==> src/rtl/datapath_seq_pkg.sv <==
// Shared encodings for the sequential datapath: ALU ops, B-shift modes,
// writeback source select, controller states and status-bit positions.
package datapath_seq_pkg;

  typedef enum logic [1:0] {
    ALU_ADD  = 2'b00,
    ALU_SUB  = 2'b01,
    ALU_AND  = 2'b10,
    ALU_NOTB = 2'b11
  } alu_op_e;

  typedef enum logic [1:0] {
    SH_NONE = 2'b00,
    SH_LSL1 = 2'b01,
    SH_LSR1 = 2'b10,
    SH_ASR1 = 2'b11
  } shift_e;

  typedef enum logic [1:0] {
    VSEL_C     = 2'b00,
    VSEL_PC    = 2'b01,
    VSEL_IMM8  = 2'b10,
    VSEL_MDATA = 2'b11
  } vsel_e;

  typedef enum logic [2:0] {
    ST_IDLE = 3'd0,
    ST_RDA  = 3'd1,
    ST_RDB  = 3'd2,
    ST_EXE  = 3'd3,
    ST_WB   = 3'd4
  } state_e;

  // Bit positions inside the 3-bit status register.
  localparam int FLAG_Z = 0;
  localparam int FLAG_N = 1;
  localparam int FLAG_V = 2;

endpackage

==> src/rtl/datapath_seq_if.sv <==
// Command/result bundle of the sequential datapath. The master issues
// commands and observes results; the slave is the datapath itself.
interface datapath_seq_if #(
  parameter int W    = 16,
  parameter int NREG = 8,
  parameter int PCW  = 9
);
  localparam int RW = $clog2(NREG);

  logic           cmd_valid;
  logic           cmd_ready;
  logic [1:0]     cmd_alu_op;
  logic [1:0]     cmd_shift;
  logic [RW-1:0]  cmd_rn;
  logic [RW-1:0]  cmd_rm;
  logic [RW-1:0]  cmd_rd;
  logic           cmd_asel;
  logic           cmd_bsel;
  logic [1:0]     cmd_vsel;
  logic           cmd_loads;
  logic           cmd_write;
  logic [W-1:0]   sximm5;
  logic [W-1:0]   sximm8;
  logic [W-1:0]   mdata;
  logic [PCW-1:0] PC;
  logic           done;
  logic [W-1:0]   datapath_out;
  logic [2:0]     Z_out;

  modport master (
    output cmd_valid, cmd_alu_op, cmd_shift, cmd_rn, cmd_rm, cmd_rd,
           cmd_asel, cmd_bsel, cmd_vsel, cmd_loads, cmd_write,
           sximm5, sximm8, mdata, PC,
    input  cmd_ready, done, datapath_out, Z_out
  );

  modport slave (
    input  cmd_valid, cmd_alu_op, cmd_shift, cmd_rn, cmd_rm, cmd_rd,
           cmd_asel, cmd_bsel, cmd_vsel, cmd_loads, cmd_write,
           sximm5, sximm8, mdata, PC,
    output cmd_ready, done, datapath_out, Z_out
  );

endinterface

==> src/rtl/datapath_seq_regfile_p.sv <==
// NREG x W register file: two combinational read ports, one synchronous
// write port. Reset clears every entry and wins over a write in the same cycle.
module regfile_p #(
  parameter int W    = 16,
  parameter int NREG = 8
) (
  input  logic                      clk,
  input  logic                      reset,
  input  logic                      we,
  input  logic [$clog2(NREG)-1:0]   wa,
  input  logic signed [W-1:0]       wd,
  input  logic [$clog2(NREG)-1:0]   ra0,
  output logic signed [W-1:0]       rd0,
  input  logic [$clog2(NREG)-1:0]   ra1,
  output logic signed [W-1:0]       rd1
);

  logic signed [W-1:0] mem [NREG];

  // Clear on reset, otherwise write the addressed entry when enabled.
  always_ff @(posedge clk) begin
    if (reset) begin
      for (int i = 0; i < NREG; i++) begin
        mem[i] <= '0;
      end
    end else if (we) begin
      mem[wa] <= wd;
    end
  end

  assign rd0 = mem[ra0];
  assign rd1 = mem[ra1];

endmodule

==> src/rtl/datapath_seq.sv <==
// Multi-cycle datapath: a command is latched on acceptance, operands are read
// one per cycle (RDA, RDB), the ALU result lands in C in EXE, and the selected
// writeback value goes to the register file on the edge leaving WB.
// Commands that write back PC/sximm8/mdata skip straight to WB.
module datapath_seq
  import datapath_seq_pkg::*;
#(
  parameter int W    = 16,
  parameter int NREG = 8,
  parameter int PCW  = 9
) (
  input  logic          clk,
  input  logic          reset,
  datapath_seq_if.slave bus
);

  localparam int RW = $clog2(NREG);

  // Controller state and registered handshake outputs
  state_e              state;
  logic                ready_q;
  logic                done_q;

  // Command captured at acceptance
  alu_op_e             op_q;
  shift_e              sh_q;
  vsel_e               vsel_q;
  logic [RW-1:0]       rn_q;
  logic [RW-1:0]       rm_q;
  logic [RW-1:0]       rd_q;
  logic                asel_q;
  logic                bsel_q;
  logic                loads_q;
  logic                write_q;
  logic signed [W-1:0] imm5_q;
  logic signed [W-1:0] imm8_q;
  logic signed [W-1:0] mdata_q;
  logic [PCW-1:0]      pc_q;

  // Architectural datapath registers
  logic signed [W-1:0] a_q;
  logic signed [W-1:0] b_q;
  logic signed [W-1:0] c_q;
  logic [2:0]          status_q;

  logic signed [W-1:0] rf_rd0;
  logic signed [W-1:0] rf_rd1;
  logic signed [W-1:0] alu_a;
  logic signed [W-1:0] alu_b;
  logic signed [W-1:0] alu_r;
  logic [2:0]          alu_flags;
  logic signed [W-1:0] wb_data;
  logic                rf_we;
  logic                accept;

  function automatic logic signed [W-1:0] shift_f(input shift_e sh,
                                                  input logic signed [W-1:0] b);
    case (sh)
      SH_LSL1: return {b[W-2:0], 1'b0};
      SH_LSR1: return {1'b0, b[W-1:1]};
      SH_ASR1: return {b[W-1], b[W-1:1]};
      default: return b;
    endcase
  endfunction

  function automatic logic signed [W-1:0] alu_f(input alu_op_e op,
                                                input logic signed [W-1:0] a,
                                                input logic signed [W-1:0] b);
    case (op)
      ALU_ADD: return a + b;
      ALU_SUB: return a - b;
      ALU_AND: return a & b;
      default: return ~b;
    endcase
  endfunction

  // Overflow compares operand and result signs; logic ops never overflow.
  function automatic logic [2:0] flags_f(input alu_op_e op,
                                         input logic signed [W-1:0] a,
                                         input logic signed [W-1:0] b,
                                         input logic signed [W-1:0] r);
    logic [2:0] f;
    f         = '0;
    f[FLAG_Z] = (r == '0);
    f[FLAG_N] = r[W-1];
    case (op)
      ALU_ADD: f[FLAG_V] = (a[W-1] == b[W-1]) && (r[W-1] != a[W-1]);
      ALU_SUB: f[FLAG_V] = (a[W-1] != b[W-1]) && (r[W-1] != a[W-1]);
      default: f[FLAG_V] = 1'b0;
    endcase
    return f;
  endfunction

  assign accept = bus.cmd_valid && ready_q;
  assign rf_we  = (state == ST_WB) && write_q;

  regfile_p #(
    .W    (W),
    .NREG (NREG)
  ) u_regfile (
    .clk   (clk),
    .reset (reset),
    .we    (rf_we),
    .wa    (rd_q),
    .wd    (wb_data),
    .ra0   (rn_q),
    .rd0   (rf_rd0),
    .ra1   (rm_q),
    .rd1   (rf_rd1)
  );

  // ALU operand selection, result and flags for the EXE cycle.
  always_comb begin
    alu_a     = asel_q ? '0 : a_q;
    alu_b     = bsel_q ? imm5_q : shift_f(sh_q, b_q);
    alu_r     = alu_f(op_q, alu_a, alu_b);
    alu_flags = flags_f(op_q, alu_a, alu_b, alu_r);
  end

  // Writeback source mux; PC is zero-extended to the data width.
  always_comb begin
    wb_data = '0;
    case (vsel_q)
      VSEL_C:    wb_data = c_q;
      VSEL_PC:   wb_data[PCW-1:0] = pc_q;
      VSEL_IMM8: wb_data = imm8_q;
      default:   wb_data = mdata_q;
    endcase
  end

  // Capture the whole command when it is accepted so later input changes are ignored.
  always_ff @(posedge clk) begin
    if (accept) begin
      op_q    <= alu_op_e'(bus.cmd_alu_op);
      sh_q    <= shift_e'(bus.cmd_shift);
      vsel_q  <= vsel_e'(bus.cmd_vsel);
      rn_q    <= bus.cmd_rn;
      rm_q    <= bus.cmd_rm;
      rd_q    <= bus.cmd_rd;
      asel_q  <= bus.cmd_asel;
      bsel_q  <= bus.cmd_bsel;
      loads_q <= bus.cmd_loads;
      write_q <= bus.cmd_write;
      imm5_q  <= bus.sximm5;
      imm8_q  <= bus.sximm8;
      mdata_q <= bus.mdata;
      pc_q    <= bus.PC;
    end
  end

  // Controller: sequences IDLE/RDA/RDB/EXE/WB and updates A, B, C and status.
  always_ff @(posedge clk) begin
    if (reset) begin
      state    <= ST_IDLE;
      ready_q  <= 1'b1;
      done_q   <= 1'b0;
      a_q      <= '0;
      b_q      <= '0;
      c_q      <= '0;
      status_q <= '0;
    end else begin
      case (state)
        ST_IDLE: begin
          if (accept) begin
            ready_q <= 1'b0;
            if (vsel_e'(bus.cmd_vsel) == VSEL_C) begin
              state <= ST_RDA;
            end else begin
              state  <= ST_WB;
              done_q <= 1'b1;
            end
          end
        end
        ST_RDA: begin
          a_q   <= rf_rd0;
          state <= ST_RDB;
        end
        ST_RDB: begin
          b_q   <= rf_rd1;
          state <= ST_EXE;
        end
        ST_EXE: begin
          c_q <= alu_r;
          if (loads_q) begin
            status_q <= alu_flags;
          end
          state  <= ST_WB;
          done_q <= 1'b1;
        end
        ST_WB: begin
          done_q  <= 1'b0;
          ready_q <= 1'b1;
          state   <= ST_IDLE;
        end
        default: begin
          state   <= ST_IDLE;
          done_q  <= 1'b0;
          ready_q <= 1'b1;
        end
      endcase
    end
  end

  assign bus.cmd_ready    = ready_q;
  assign bus.done         = done_q;
  assign bus.datapath_out = c_q;
  assign bus.Z_out        = status_q;

endmodule

==> src/flat_wrapper.sv <==
// flat-port wrapper written by rule: the top's interface ports become plain ports
module datapath_seq_flat import datapath_seq_pkg::*;
#(
  parameter int W    = 16,
  parameter int NREG = 8,
  parameter int PCW  = 9
)
  (clk, reset, bus_cmd_valid, bus_cmd_alu_op, bus_cmd_shift, bus_cmd_rn, bus_cmd_rm, bus_cmd_rd, bus_cmd_asel, bus_cmd_bsel, bus_cmd_vsel, bus_cmd_loads, bus_cmd_write, bus_sximm5, bus_sximm8, bus_mdata, bus_PC, bus_cmd_ready, bus_done, bus_datapath_out, bus_Z_out);
  datapath_seq_if #(.W(W), .NREG(NREG), .PCW(PCW)) bus_i ();
  input  logic clk;
  input  logic reset;
  input wire logic [$bits(bus_i.cmd_valid)-1:0] bus_cmd_valid;
  input wire logic [$bits(bus_i.cmd_alu_op)-1:0] bus_cmd_alu_op;
  input wire logic [$bits(bus_i.cmd_shift)-1:0] bus_cmd_shift;
  input wire logic [$bits(bus_i.cmd_rn)-1:0] bus_cmd_rn;
  input wire logic [$bits(bus_i.cmd_rm)-1:0] bus_cmd_rm;
  input wire logic [$bits(bus_i.cmd_rd)-1:0] bus_cmd_rd;
  input wire logic [$bits(bus_i.cmd_asel)-1:0] bus_cmd_asel;
  input wire logic [$bits(bus_i.cmd_bsel)-1:0] bus_cmd_bsel;
  input wire logic [$bits(bus_i.cmd_vsel)-1:0] bus_cmd_vsel;
  input wire logic [$bits(bus_i.cmd_loads)-1:0] bus_cmd_loads;
  input wire logic [$bits(bus_i.cmd_write)-1:0] bus_cmd_write;
  input wire logic [$bits(bus_i.sximm5)-1:0] bus_sximm5;
  input wire logic [$bits(bus_i.sximm8)-1:0] bus_sximm8;
  input wire logic [$bits(bus_i.mdata)-1:0] bus_mdata;
  input wire logic [$bits(bus_i.PC)-1:0] bus_PC;
  output wire logic [$bits(bus_i.cmd_ready)-1:0] bus_cmd_ready;
  output wire logic [$bits(bus_i.done)-1:0] bus_done;
  output wire logic [$bits(bus_i.datapath_out)-1:0] bus_datapath_out;
  output wire logic [$bits(bus_i.Z_out)-1:0] bus_Z_out;
  assign bus_i.cmd_valid = bus_cmd_valid;
  assign bus_i.cmd_alu_op = bus_cmd_alu_op;
  assign bus_i.cmd_shift = bus_cmd_shift;
  assign bus_i.cmd_rn = bus_cmd_rn;
  assign bus_i.cmd_rm = bus_cmd_rm;
  assign bus_i.cmd_rd = bus_cmd_rd;
  assign bus_i.cmd_asel = bus_cmd_asel;
  assign bus_i.cmd_bsel = bus_cmd_bsel;
  assign bus_i.cmd_vsel = bus_cmd_vsel;
  assign bus_i.cmd_loads = bus_cmd_loads;
  assign bus_i.cmd_write = bus_cmd_write;
  assign bus_i.sximm5 = bus_sximm5;
  assign bus_i.sximm8 = bus_sximm8;
  assign bus_i.mdata = bus_mdata;
  assign bus_i.PC = bus_PC;
  assign bus_cmd_ready = bus_i.cmd_ready;
  assign bus_done = bus_i.done;
  assign bus_datapath_out = bus_i.datapath_out;
  assign bus_Z_out = bus_i.Z_out;
  datapath_seq #(.W(W), .NREG(NREG), .PCW(PCW)) u_core (.clk(clk), .reset(reset), .bus(bus_i));
endmodule
==> config.mk <==
export PLATFORM = sky130hd
export DESIGN_NAME = datapath_seq_flat
export DESIGN_NICKNAME = d
export VERILOG_FILES = /design/src/rtl/datapath_seq_pkg.sv /design/src/rtl/datapath_seq_if.sv /design/src/rtl/datapath_seq_regfile_p.sv /design/src/rtl/datapath_seq.sv /design/src/flat_wrapper.sv
export SDC_FILE = /design/constraint.sdc
export NUM_CORES = 1
export LEC_CHECK = 0
export CAP_MARGIN = 10
export CORE_MARGIN = 5
export CORE_UTILIZATION = 55
export CTS_CLUSTER_SIZE = 40
export DETAILED_ROUTE_END_ITERATION = 16
export PLACE_DENSITY = 0.81
export SETUP_SLACK_MARGIN = 0.5
export SLEW_MARGIN = 20
export SYNTH_ARGS = -nofsm -noshare
export SYNTH_HDL_FRONTEND = slang
export SYNTH_SLANG_ARGS = --single-unit
==> constraint.sdc <==
create_clock -name clk -period 5.7 [get_ports clk]
set_input_delay 1.71 -clock clk [delete_from_list [all_inputs] [get_ports clk]]
set_output_delay 1.71 -clock clk [all_outputs]
set_load 0.01 [all_outputs]
# Word level (Yosys, flattened, before mapping)
# Memory sizes are Yosys's and may differ from the RTL's. A register that Yosys moved wholly into a read port is not among the register bits.
# Index checks and enable logic that the tools add are counted.
[word_totals] mem_count=1 ramBits=128 elab_cells=80 register_bits=100 out_inout_bits=21 in_bits=79
[classes] mux=23 eq_ne=16 n_addsub=2 n_reduce_logical=15 n_bitwise=4
[memory_table] memory="u_core.u_regfile.mem" depth=8 word_bits=16 rd=2 rd_ports_with_merged_regs=2 write_ports=8 line="datapath_seq_regfile_p.sv:18" source="logic signed [W-1:0] mem [NREG];"
[ops] operator="$pmux 16 s3" n=2
[ops] operator="$mux 16" n=3
[ops] operator="$pmux 9 s3" n=1
[ops] operator="$pmux 7 s3" n=1
[ops] operator="$add 16x16->16" n=1
[ops] operator="$and 16x16->16" n=1
[ops] operator="$logic_not 16->1" n=1
[ops] operator="$not 16->16" n=1
[ops] operator="$reduce_or 16->1" n=1
[ops] operator="$sub 16x16->16" n=1
[ops] operator="$pmux 3 s4" n=1
[ops] operator="$mux 1" n=9
[ops] operator="$mux 3" n=3
[ops] operator="$eq 2x2->1 const B" n=4
[ops] operator="$eq 2x1->1 const B" n=3
[ops] operator="$eq 3x2->1 const B" n=2
[ops] operator="$logic_not 2->1" n=3
[ops] operator="$logic_and 1x1->1" n=4
[ops] operator="$pmux 1 s2" n=2
[ops] operator="$reduce_and 2->1" n=2
[ops] operator="$eq 3x1->1 const B" n=1
[ops] operator="$eq 3x3->1 const B" n=1
[ops] operator="$logic_not 3->1" n=1
[ops] operator="$pmux 1 s3" n=1
[ops] operator="other kinds (8)" n=10

# Logic depth before layout (Yosys ltp)
# Gate-level depths: netlist of run 1.
[depth] word_depth=8 ltp_mapped=18 mapped_depth_nobuf=16

# By module
# A second synthesis of run 1 with hierarchy kept.
[unflattened] hier_cells=1133 hier_area_um2=14076.0
[by_module_without_submodules] mod="datapath_seq" n_inst=1 seq_area_each_um2=3403.3 cells_each=703 area_per_inst_um2=7165.6
[by_module_without_submodules] mod="regfile_p" n_inst=1 seq_area_each_um2=3843.7 cells_each=430 area_per_inst_um2=6910.4

# Least setup slack after synthesis of run 1
# OpenSTA, ideal clock, no wires.
[synth_timing] path_type="input to register" start="input bus_cmd_valid" end="register u_core.done_q (netlist: u_core.bus.done)" path_buffers=0 t_arrival_ns=4.043 setup_ns=0.089 setup_slack_ns=1.568 required_ns=5.611 cell_stages=3 cell_sequence="and2_1 -> a22oi_1 -> a211oi_1"
[synth_between] elab_chain_len=3
[synth_rtl] item="from (decl)" line="flat_wrapper.sv:12" source="input wire logic [$bits(bus_i.cmd_valid)-1:0] bus_cmd_valid;"
[synth_rtl] item="$logic_and 1x1->1" line="datapath_seq.sv:94" source="assign accept = bus.cmd_valid && ready_q;"
[synth_rtl] item="$ne 2x1->1 (no line)"
[synth_rtl] item="$reduce_and 3->1 (no line)"
[synth_rtl] item="to (signal assigned)" line="datapath_seq.sv:156" source="done_q <= 1'b0;"
[synth_rtl] item="to (signal assigned)" line="datapath_seq.sv:170" source="done_q <= 1'b1;"
[synth_rtl] item="to (signal assigned)" line="datapath_seq.sv:188" source="done_q <= 1'b1;"
[synth_rtl] item="to (decl)" line="datapath_seq.sv:22" source="logic done_q;"
# Every way passes these cells.
# A chain may end at the register's enable or synchronous reset.

# Worst setup path after layout of run 1
[layout_timing] start="register u_core.sh_q[1]" end="register u_core.status_q[0] (netlist: u_core.bus.Z_out[0])"
[layout_between] elab_chain_len=6 elab_cells_between_ends=11 classes_between="2 x add/sub; 3 x eq/ne; 3 x mux; 2 x bitwise; 1 x reduce/logical"
[layout_rtl] item="from (decl)" line="datapath_seq.sv:26" source="shift_e sh_q;"
[layout_rtl] item="from (signal assigned)" line="datapath_seq.sv:135" source="sh_q <= shift_e'(bus.cmd_shift);"
[layout_rtl] item="$eq 2x2->1 / $eq 2x1->1 (equally long branches)" line="datapath_seq.sv:58" source="case (sh)"
[layout_rtl] item="$pmux 16 s3 *" line="datapath_seq.sv:58"
[layout_rtl] item="$mux 16 *" line="datapath_seq.sv:115" source="alu_b = bsel_q ? imm5_q : shift_f(sh_q, b_q);"
[layout_rtl] item="$sub 16x16->16 (tied with other cells)" line="datapath_seq.sv:71" source="ALU_SUB: return a - b;"
[layout_rtl] item="$pmux 16 s3 *" line="datapath_seq.sv:69" source="case (op)"
[layout_rtl] item="$logic_not 16->1 *" line="datapath_seq.sv:84" source="f[FLAG_Z] = (r == '0);"
[layout_rtl] item="to (signal assigned)" line="datapath_seq.sv:185" source="status_q <= alu_flags;"
[layout_rtl] item="to (decl)" line="datapath_seq.sv:44" source="logic [2:0] status_q;"
# Every way passes the cells marked *; elsewhere a longest branch is shown, timed or not.

==> impl_metrics.xml, run 1 <==
<?xml version="1.0" encoding="UTF-8"?>
<metrics>
  <group name="yosys">
    <metric name="postSynthAreaPerCell" unit="sq um">12.21</metric>
    <metric name="synth-seq-area-share" unit="%">54.20</metric>
    <metric name="mappedNetlistNets" unit="">1193</metric>
    <metric name="synth_most_common_cell" unit="">sky130_fd_sc_hd__edfxtp_1</metric>
    <metric name="area_leader_netlist" unit="">sky130_fd_sc_hd__edfxtp_1</metric>
    <metric name="async_flop_share" unit="%">0</metric>
    <metric name="yosysTopAreaCellShare" unit="%">45.81</metric>
    <metric name="ys_dominant_reg_cell" unit="">sky130_fd_sc_hd__edfxtp_1</metric>
    <metric name="synth_warnings" unit="">0</metric>
    <metric name="ffs_latches_synth" unit="">260</metric>
    <metric name="synth-edff-count" unit="">204</metric>
    <metric name="postSynthCellCount" unit="">1095</metric>
    <metric name="post_synth_main_area_contributors" unit="">sky130_fd_sc_hd__edfxtp_1, sky130_fd_sc_hd__mux4_2, sky130_fd_sc_hd__dfxtp_1</metric>
    <metric name="mappedNetlistArea" unit="sq um">13370</metric>
    <metric name="number_of_distinct_library_cell_variants_in_the_gate_level_netlist_after_synthesis" unit="">71</metric>
    <metric name="synthTopCellsByCount" unit="">sky130_fd_sc_hd__edfxtp_1, sky130_fd_sc_hd__nor2_1, sky130_fd_sc_hd__mux4_2</metric>
  </group>
  <group name="clock_network">
    <metric name="cts.reportedPaths.clkPinSlew" unit="ns">0.06</metric>
    <metric name="cts.hold.buffers_added" unit="">0</metric>
    <metric name="cts.sink_count" unit="">260</metric>
    <metric name="clock_insertion_delay_worst_skew" unit="ns">0.57</metric>
    <metric name="post_cts_setup_driven_buffer_insertion_count" unit="">0</metric>
    <metric name="cts_resized" unit="">0</metric>
    <metric name="tritoncts" unit="">done</metric>
    <metric name="clockBufferDepth" unit="">3</metric>
    <metric name="h-tree-depth" unit="">1</metric>
    <metric name="cts-root-buf" unit="">sky130_fd_sc_hd__clkbuf_16</metric>
    <metric name="cts_inserted_buffers" unit="">28</metric>
  </group>
  <group name="die">
    <metric name="die_height" unit="microns">165.9</metric>
    <metric name="design.portCount" unit="">100</metric>
    <metric name="fp.dieW" unit="microns">165.9</metric>
    <metric name="coreArea" unit="sq um">24110</metric>
    <metric name="die_area" unit="sq um">27530</metric>
    <metric name="row_count" unit="">57</metric>
    <metric name="starting_density_of_the_core" unit="%">55.47</metric>
  </group>
  <group name="setup_path">
    <metric name="worst-endpoint-required" unit="ns">6.16</metric>
    <metric name="worstPathArrival" unit="ns">5.28</metric>
    <metric name="reg2reg_depth" unit="">16</metric>
    <metric name="criticalPathCategory" unit="">flip-flop to flip-flop</metric>
    <metric name="worst_setup_path_start_kind" unit="">flip-flop</metric>
    <metric name="critical_path_peak_fanout" unit="">12</metric>
    <metric name="cp-end-kind" unit="">flip-flop</metric>
  </group>
  <group name="route">
    <metric name="postRouteAntennaNets" unit="">0</metric>
    <metric name="drc" unit="">0</metric>
    <metric name="drt_first_pass_iters" unit="">6</metric>
    <metric name="detailroute.via_count" unit="">9682</metric>
    <metric name="routedWlPerCell" unit="microns">23.51</metric>
    <metric name="drtIter0Drc" unit="">1078</metric>
    <metric name="totalWireLength" unit="microns">36120</metric>
    <metric name="vias_per_cell" unit="">6.303</metric>
  </group>
  <group name="sta">
    <metric name="worst_slew_pin_slew" unit="ns">1.253</metric>
    <metric name="timing.clock.skew" unit="ns">0.04474</metric>
    <metric name="max_slew_margin" unit="%">16.48</metric>
    <metric name="post-route-period-util" unit="%">84.48</metric>
    <metric name="finalSetupViolCount" unit="">0</metric>
    <metric name="setup_tns" unit="ns">0</metric>
    <metric name="slew_viol_final" unit="">0</metric>
    <metric name="maxClockFrequency" unit="MHz">207.7</metric>
    <metric name="rsz0062_at_grt" unit="">false</metric>
    <metric name="final_hold_viol_count" unit="">0</metric>
    <metric name="finalWorstPathRequiredPeriod" unit="ns">4.815</metric>
  </group>
  <group name="power">
    <metric name="static-leakage-power" unit="nW">5.621</metric>
    <metric name="p_int" unit="mW">3.455</metric>
    <metric name="cellPowerDensity" unit="nW/um^2">298.4</metric>
    <metric name="sw_frac_of_total" unit="%">25.95</metric>
    <metric name="clock_power_share" unit="%">37.1</metric>
    <metric name="share_seq_of_total_power" unit="%">47.5</metric>
    <metric name="p_switching" unit="mW">1.211</metric>
    <metric name="power.combinational.fraction" unit="%">15.4</metric>
    <metric name="peakVddDrop" unit="V">0.0002303</metric>
  </group>
  <group name="hold_path">
    <metric name="hold_path_class" unit="">flip-flop to flip-flop</metric>
    <metric name="whs_path_depth" unit="">2</metric>
  </group>
  <group name="global_route">
    <metric name="vias_in_the_first_global_route" unit="">9342</metric>
    <metric name="grt_pass1_wl" unit="microns">54480</metric>
    <metric name="grt_usage" unit="%">25.30</metric>
    <metric name="grt_overflow_total" unit="">0</metric>
    <metric name="number_of_antenna_violations_at_the_first_check_in_global_routing" unit="">0</metric>
    <metric name="grt_max_degree" unit="">79</metric>
  </group>
  <group name="place">
    <metric name="gp_routability_congestion" unit="">0.9262</metric>
    <metric name="post-dp-hpwl" unit="microns">24650</metric>
    <metric name="placement.cell_area" unit="sq um">14700</metric>
    <metric name="port-buffer-count" unit="">99</metric>
  </group>
  <group name="final_layout">
    <metric name="area_delta_synth_final" unit="%">16.92</metric>
    <metric name="layout_cell_share_with_drive_strength_beyond_1" unit="%">15.02</metric>
    <metric name="post-route-util" unit="%">64.86</metric>
    <metric name="layout.nets" unit="">1289</metric>
    <metric name="antennaDiodeCount" unit="">0</metric>
    <metric name="finish.instance_area" unit="sq um">15630</metric>
  </group>
  <group name="run">
    <metric name="maxCapViolCount" unit="">0</metric>
  </group>
  <group name="status">
    <metric name="status" unit="">finished, final reports clean</metric>
  </group>
</metrics>
## per-stage QoR
stage	power, mW	std cells	worst slack [ns]	hold slack [ns]
final	4.666	1536	0.8848	0.4686
after CTS	4.664	1529	0.7858	0.4731
after global routing	4.826	1536	0.6291	0.4889
after detailed placement	2.954	1478	0.7973	0.4619
after floorplan	2.715	1095	1.568	0.4737
after global placement	2.939	1478	0.9057	0.4462
## final cells by class
cell class	instances	area, sq um
tap	324	405.4
inverter	32	120.1
sequential	260	7247
fill	1845	8472
clock buffer	40	780.7
clock inverter	11	105.1
timing repair buffer	136	1264
multi-input combinational	733	5712
## cell families after synthesis
kind of cell / synth area share, %
compound gates: 9.386
buf+inv: 3.181
mux: 17.22
flops: 54.20
xor+xnor: 1.375
simple gates: 12.81
fa+ha+maj: 1.834
## per-layer routing
metal	GRT usage (%)	routed length, microns	up-vias
met4	8.106	1103	0
li1	-	-	4336
met2	44.26	18370	501
met1	32.35	13440	4750
met3	4.332	3204	95
met5	0	0	-
## worst max-delay path: stages, from the launching register on
cell	delay, ns
sky130_fd_sc_hd__edfxtp_1	0.40
sky130_fd_sc_hd__nor2_2	0.47
sky130_fd_sc_hd__a221o_2	0.30
sky130_fd_sc_hd__ha_1	0.17
sky130_fd_sc_hd__o211ai_1	0.11
sky130_fd_sc_hd__o31ai_1	0.48
sky130_fd_sc_hd__nand2_1	0.24
sky130_fd_sc_hd__xnor2_1	0.21
sky130_fd_sc_hd__ha_1	0.41
sky130_fd_sc_hd__o21a_1	0.25
sky130_fd_sc_hd__o21ai_0	0.30
sky130_fd_sc_hd__a211oi_1	0.14
sky130_fd_sc_hd__or3b_2	0.50
sky130_fd_sc_hd__and3_1	0.18
sky130_fd_sc_hd__a311oi_1	0.28
sky130_fd_sc_hd__a41oi_1	0.16
sky130_fd_sc_hd__a21oi_1	0.16
## flip-flops by register name, summed over array words and instances (netlist names)
signal / flops
u_core.a_q: 16
u_core.bus.Z_out: 3
u_core.write_q: 1
u_core.rd_q: 3
u_core.b_q: 16
u_core.u_regfile.mem: 128
u_core.mdata_q: 16
u_core.imm5_q: 16
u_core.sh_q: 2
u_core.pc_q: 9
u_core.imm8_q: 16
u_core.bus.cmd_ready: 1
u_core.vsel_q: 2
u_core.loads_q: 1
u_core.bsel_q: 1
u_core.rn_q: 3
u_core.bus.datapath_out: 16
u_core.bus.done: 1
u_core.rm_q: 3
u_core.op_q: 2
u_core.state: 3
u_core.asel_q: 1
## layout by cell type, fill, tap and decap left out, drive strengths merged, types with 4 or more instances in the layout
cell type and count:
nor3 17, nand3 13, mux4 64, and2 5, nand3b 8, clkbuf 40
clkinv 10, o21a 6, buf 38, edfxtp 204, nand2b 5, dfxtp 56
a31oi 6, nor2 198, a21oi 22, xnor2 11, clkdlybuf4s50 98, nor2b 19
or4 4, o311ai 5, mux2 21, o21ai 33, nor3b 16, nand2 58
xor2 10, mux2i 62, or2 4, or3 4, a22oi 9, ha 18
and3 8, a211oi 49, o211ai 6, a221oi 11, inv 32
## worst paths after layout
kind,from,end,slack (ns)
worst max-delay path,u_core.sh_q[1],u_core.bus.Z_out[0],0.88
worst min register to register,u_core.bus.done,u_core.bus.done,0.47
worst min-delay path,u_core.bus.done,u_core.bus.done,0.47
worst max register to register,u_core.sh_q[1],u_core.bus.Z_out[0],0.88
## power groups by stage
| stage | Combinational (mW) | Sequential (mW) | Clock, mW |
|---|---|---|---|
| finish | 0.720 | 2.21 | 1.73 |
| global route | 0.772 | 2.22 | 1.83 |
| CTS | 0.708 | 2.21 | 1.74 |
| detailed placement | 0.702 | 2.25 | 0 |
| global placement | 0.694 | 2.24 | 0 |
| floorplan | 0.503 | 2.21 | 0 |
No activity file was read; power rests on OpenSTA's default activity.
==> run 2, diff against run 1 <==
==> constraint.sdc (replaced) <==
create_clock -name clk -period 4.55 [get_ports clk]
set_input_delay 1.365 -clock clk [delete_from_list [all_inputs] [get_ports clk]]
set_output_delay 1.365 -clock clk [all_outputs]
set_load 0.01 [all_outputs]
==> run 2 against run 1 <==
  * Sequential share of layout area shrank 1.9 points
  * Wire length grew 8.3%
  * Flip-flop and latch count is the same
  * Register-to-register slack lost 0.44 ns
  * Hold slack lost 0.0078 ns
  * Utilization grew 2.7 points
  * Sequential power grew 25%
  * Clock power grew 19%
  * First-iteration DRC count grew 37%
  * Cell count grew 2.9%
  * Fmax grew 17%
  * Highest routed layer unchanged
==> impl_metrics.xml, run 2 (synthesized netlist as in run 1, its figures left out) <==
<?xml version="1.0" encoding="UTF-8"?>
<metrics>
  <group name="clock_network">
    <metric name="cts-root-buf" unit="">sky130_fd_sc_hd__clkbuf_16</metric>
    <metric name="cts.sink_count" unit="">260</metric>
    <metric name="clockBufferDepth" unit="">3</metric>
    <metric name="cts.reportedPaths.clkPinSlew" unit="ns">0.06</metric>
    <metric name="cts.hold.buffers_added" unit="">0</metric>
    <metric name="h-tree-depth" unit="">1</metric>
    <metric name="clock_insertion_delay_worst_skew" unit="ns">0.57</metric>
    <metric name="tritoncts" unit="">done</metric>
    <metric name="cts_inserted_buffers" unit="">28</metric>
  </group>
  <group name="hold_path">
    <metric name="hold_path_class" unit="">flip-flop to flip-flop</metric>
    <metric name="whs_path_depth" unit="">2</metric>
    <metric name="min-delay-start" unit="">u_core.bus.done</metric>
    <metric name="holdPathEnd" unit="">u_core.bus.done</metric>
  </group>
  <group name="setup_path">
    <metric name="crit-reg2reg-launch" unit="">u_core.bsel_q</metric>
    <metric name="reg2reg_depth" unit="">17</metric>
    <metric name="worst_setup_path_start_kind" unit="">flip-flop</metric>
    <metric name="r2r_slack" unit="ns">0.45</metric>
    <metric name="critical_path_peak_fanout" unit="">12</metric>
    <metric name="worstPathArrival" unit="ns">4.56</metric>
    <metric name="criticalPathCategory" unit="">flip-flop to flip-flop</metric>
    <metric name="cp-end-kind" unit="">flip-flop</metric>
    <metric name="worstReg2RegEnd" unit="">u_core.bus.Z_out[0]</metric>
    <metric name="worst-endpoint-required" unit="ns">5.01</metric>
  </group>
  <group name="global_route">
    <metric name="number_of_antenna_violations_at_the_first_check_in_global_routing" unit="">0</metric>
    <metric name="vias_in_the_first_global_route" unit="">9981</metric>
    <metric name="grt_max_degree" unit="">55</metric>
    <metric name="grt_usage" unit="%">27.05</metric>
    <metric name="grt_overflow_total" unit="">0</metric>
    <metric name="grt_pass1_wl" unit="microns">58160</metric>
  </group>
  <group name="sta">
    <metric name="worst_slew_pin_slew" unit="ns">1.012</metric>
    <metric name="finalWorstPathRequiredPeriod" unit="ns">4.100</metric>
    <metric name="timing.clock.skew" unit="ns">0.04309</metric>
    <metric name="post-route-period-util" unit="%">90.12</metric>
    <metric name="rsz0062_at_grt" unit="">true</metric>
    <metric name="setup_tns" unit="ns">0</metric>
    <metric name="max_slew_margin" unit="%">32.54</metric>
    <metric name="slew_viol_final" unit="">0</metric>
    <metric name="finalSetupViolCount" unit="">0</metric>
    <metric name="final_hold_viol_count" unit="">0</metric>
    <metric name="maxClockFrequency" unit="MHz">243.9</metric>
  </group>
  <group name="route">
    <metric name="drtIter0Drc" unit="">1475</metric>
    <metric name="drt_first_pass_iters" unit="">5</metric>
    <metric name="totalWireLength" unit="microns">39100</metric>
    <metric name="drc" unit="">0</metric>
    <metric name="vias_per_cell" unit="">6.450</metric>
    <metric name="postRouteAntennaNets" unit="">0</metric>
    <metric name="routedWlPerCell" unit="microns">24.73</metric>
    <metric name="detailroute.via_count" unit="">10200</metric>
  </group>
  <group name="final_layout">
    <metric name="layout_cell_share_with_drive_strength_beyond_1" unit="%">21.80</metric>
    <metric name="max_flop_register" unit="">u_core.u_regfile.mem</metric>
    <metric name="area.sequential" unit="sq um">7247</metric>
    <metric name="multi_input_area" unit="sq um">6008</metric>
    <metric name="final_common_cell" unit="">sky130_fd_sc_hd__edfxtp_1</metric>
    <metric name="area_delta_synth_final" unit="%">21.83</metric>
    <metric name="largest_reg_flops" unit="">128</metric>
    <metric name="antennaDiodeCount" unit="">0</metric>
    <metric name="fillCellCount" unit="">1685</metric>
    <metric name="layout.nets" unit="">1336</metric>
    <metric name="fin_cells" unit="">1581</metric>
    <metric name="finish.instance_area" unit="sq um">16290</metric>
    <metric name="most-common-layout-cells" unit="">sky130_fd_sc_hd__edfxtp_1, sky130_fd_sc_hd__nor2_1, sky130_fd_sc_hd__clkdlybuf4s50_1</metric>
  </group>
  <group name="place">
    <metric name="numPlacedInstances" unit="">1491</metric>
    <metric name="post-dp-hpwl" unit="microns">25310</metric>
    <metric name="gp_routability_congestion" unit="">0.9940</metric>
    <metric name="placement.cell_area" unit="sq um">14820</metric>
    <metric name="port-buffer-count" unit="">99</metric>
  </group>
  <group name="die">
    <metric name="starting_density_of_the_core" unit="%">55.47</metric>
    <metric name="design.portCount" unit="">100</metric>
    <metric name="die_height" unit="microns">165.9</metric>
    <metric name="row_count" unit="">57</metric>
    <metric name="die_area" unit="sq um">27530</metric>
    <metric name="coreArea" unit="sq um">24110</metric>
    <metric name="fp.dieW" unit="microns">165.9</metric>
  </group>
  <group name="run">
    <metric name="maxCapViolCount" unit="">0</metric>
  </group>
  <group name="power">
    <metric name="cellPowerDensity" unit="nW/um^2">363.6</metric>
    <metric name="static-leakage-power" unit="nW">5.895</metric>
    <metric name="peakVddDrop" unit="V">0.0002990</metric>
  </group>
  <group name="status">
    <metric name="status" unit="">finished, final reports clean</metric>
  </group>
</metrics>
==> run 2: what timing repair did <==
action | CTS | global route
resized for setup | 27 | 52
buffers inserted | 13 | 26
endpoints found under the setup margin | 6 | 7
pin swaps | 16 | 33
==> run 2: report_power, final <==
| group | leakage, nW | switching, mW | internal [mW] |
|---|---|---|---|
| logic | 3.00 | 0.590 | 0.497 |
| registers | 2.50 | 0.0882 | 2.68 |
| clock network | 0.390 | 0.914 | 1.15 |
| total | 5.89 | 1.59 | 4.33 |
==> run 2: worst max-delay path by stage <==
stage | start | endpoint | slack, ns | cells past startpoint
global placement | u_core.sh_q[0] | u_core.bus.Z_out[0] | 0.18 | 16
detailed placement | u_core.sh_q[0] | u_core.bus.Z_out[0] | 0.09 | 16
finish | u_core.bsel_q | u_core.bus.Z_out[0] | 0.45 | 17
CTS | u_core.sh_q[0] | u_core.bus.Z_out[0] | 0.49 | 16
floorplan | u_core.bsel_q | u_core.bus.Z_out[0] | 0.54 | 18
global route | u_core.bsel_q | u_core.bus.Z_out[1] | 0.27 | 16
==> run 2: critical path, stage by stage (launching register included) <==
cell	delay [ns]
sky130_fd_sc_hd__edfxtp_1	0.43
sky130_fd_sc_hd__buf_4	0.16
sky130_fd_sc_hd__buf_6	0.14
sky130_fd_sc_hd__nor3b_2	0.19
sky130_fd_sc_hd__a221oi_2	0.05
sky130_fd_sc_hd__nand3b_1	0.19
sky130_fd_sc_hd__or4_4	0.57
sky130_fd_sc_hd__o21ai_2	0.17
sky130_fd_sc_hd__xor2_1	0.17
sky130_fd_sc_hd__ha_1	0.30
sky130_fd_sc_hd__o21a_1	0.17
sky130_fd_sc_hd__o21ai_2	0.25
sky130_fd_sc_hd__a21oi_2	0.09
sky130_fd_sc_hd__or3b_4	0.42
sky130_fd_sc_hd__and3_4	0.18
sky130_fd_sc_hd__a311oi_4	0.29
sky130_fd_sc_hd__a41oi_2	0.14
sky130_fd_sc_hd__a21oi_1	0.13
==> run 2: layout make-up <==
type                       count  area share, %
multi-input combinational    733          36.88
inverter                      32         0.7373
clock buffer                  40          4.639
tap                          324          2.488
clock inverter                 9         0.3994
sequential                   260          44.49
timing repair buffer         183          10.37
==> run 2: routing by layer <==
metal  wire [microns]  vias up  track usage, %
met5                0        -               0
met4             1873        0           10.40
met3             3799      144           5.142
met2            19580      636           46.93
met1            13850     4975           33.78
li1                 -     4442               -
==> run 2: through the flow <==
step                      setup slack (ns)  util (%)  total power, mW  hold slack [ns]
final                               0.4496     67.58            5.923           0.4608
after floorplan                     0.5406         -            3.403           0.4737
after global placement              0.1795     61.46            3.704           0.4501
after global routing                0.2657     67.58            6.111           0.4976
after CTS                           0.4924     65.68            5.811           0.4608
after detailed placement           0.08965     61.46            3.725           0.4505
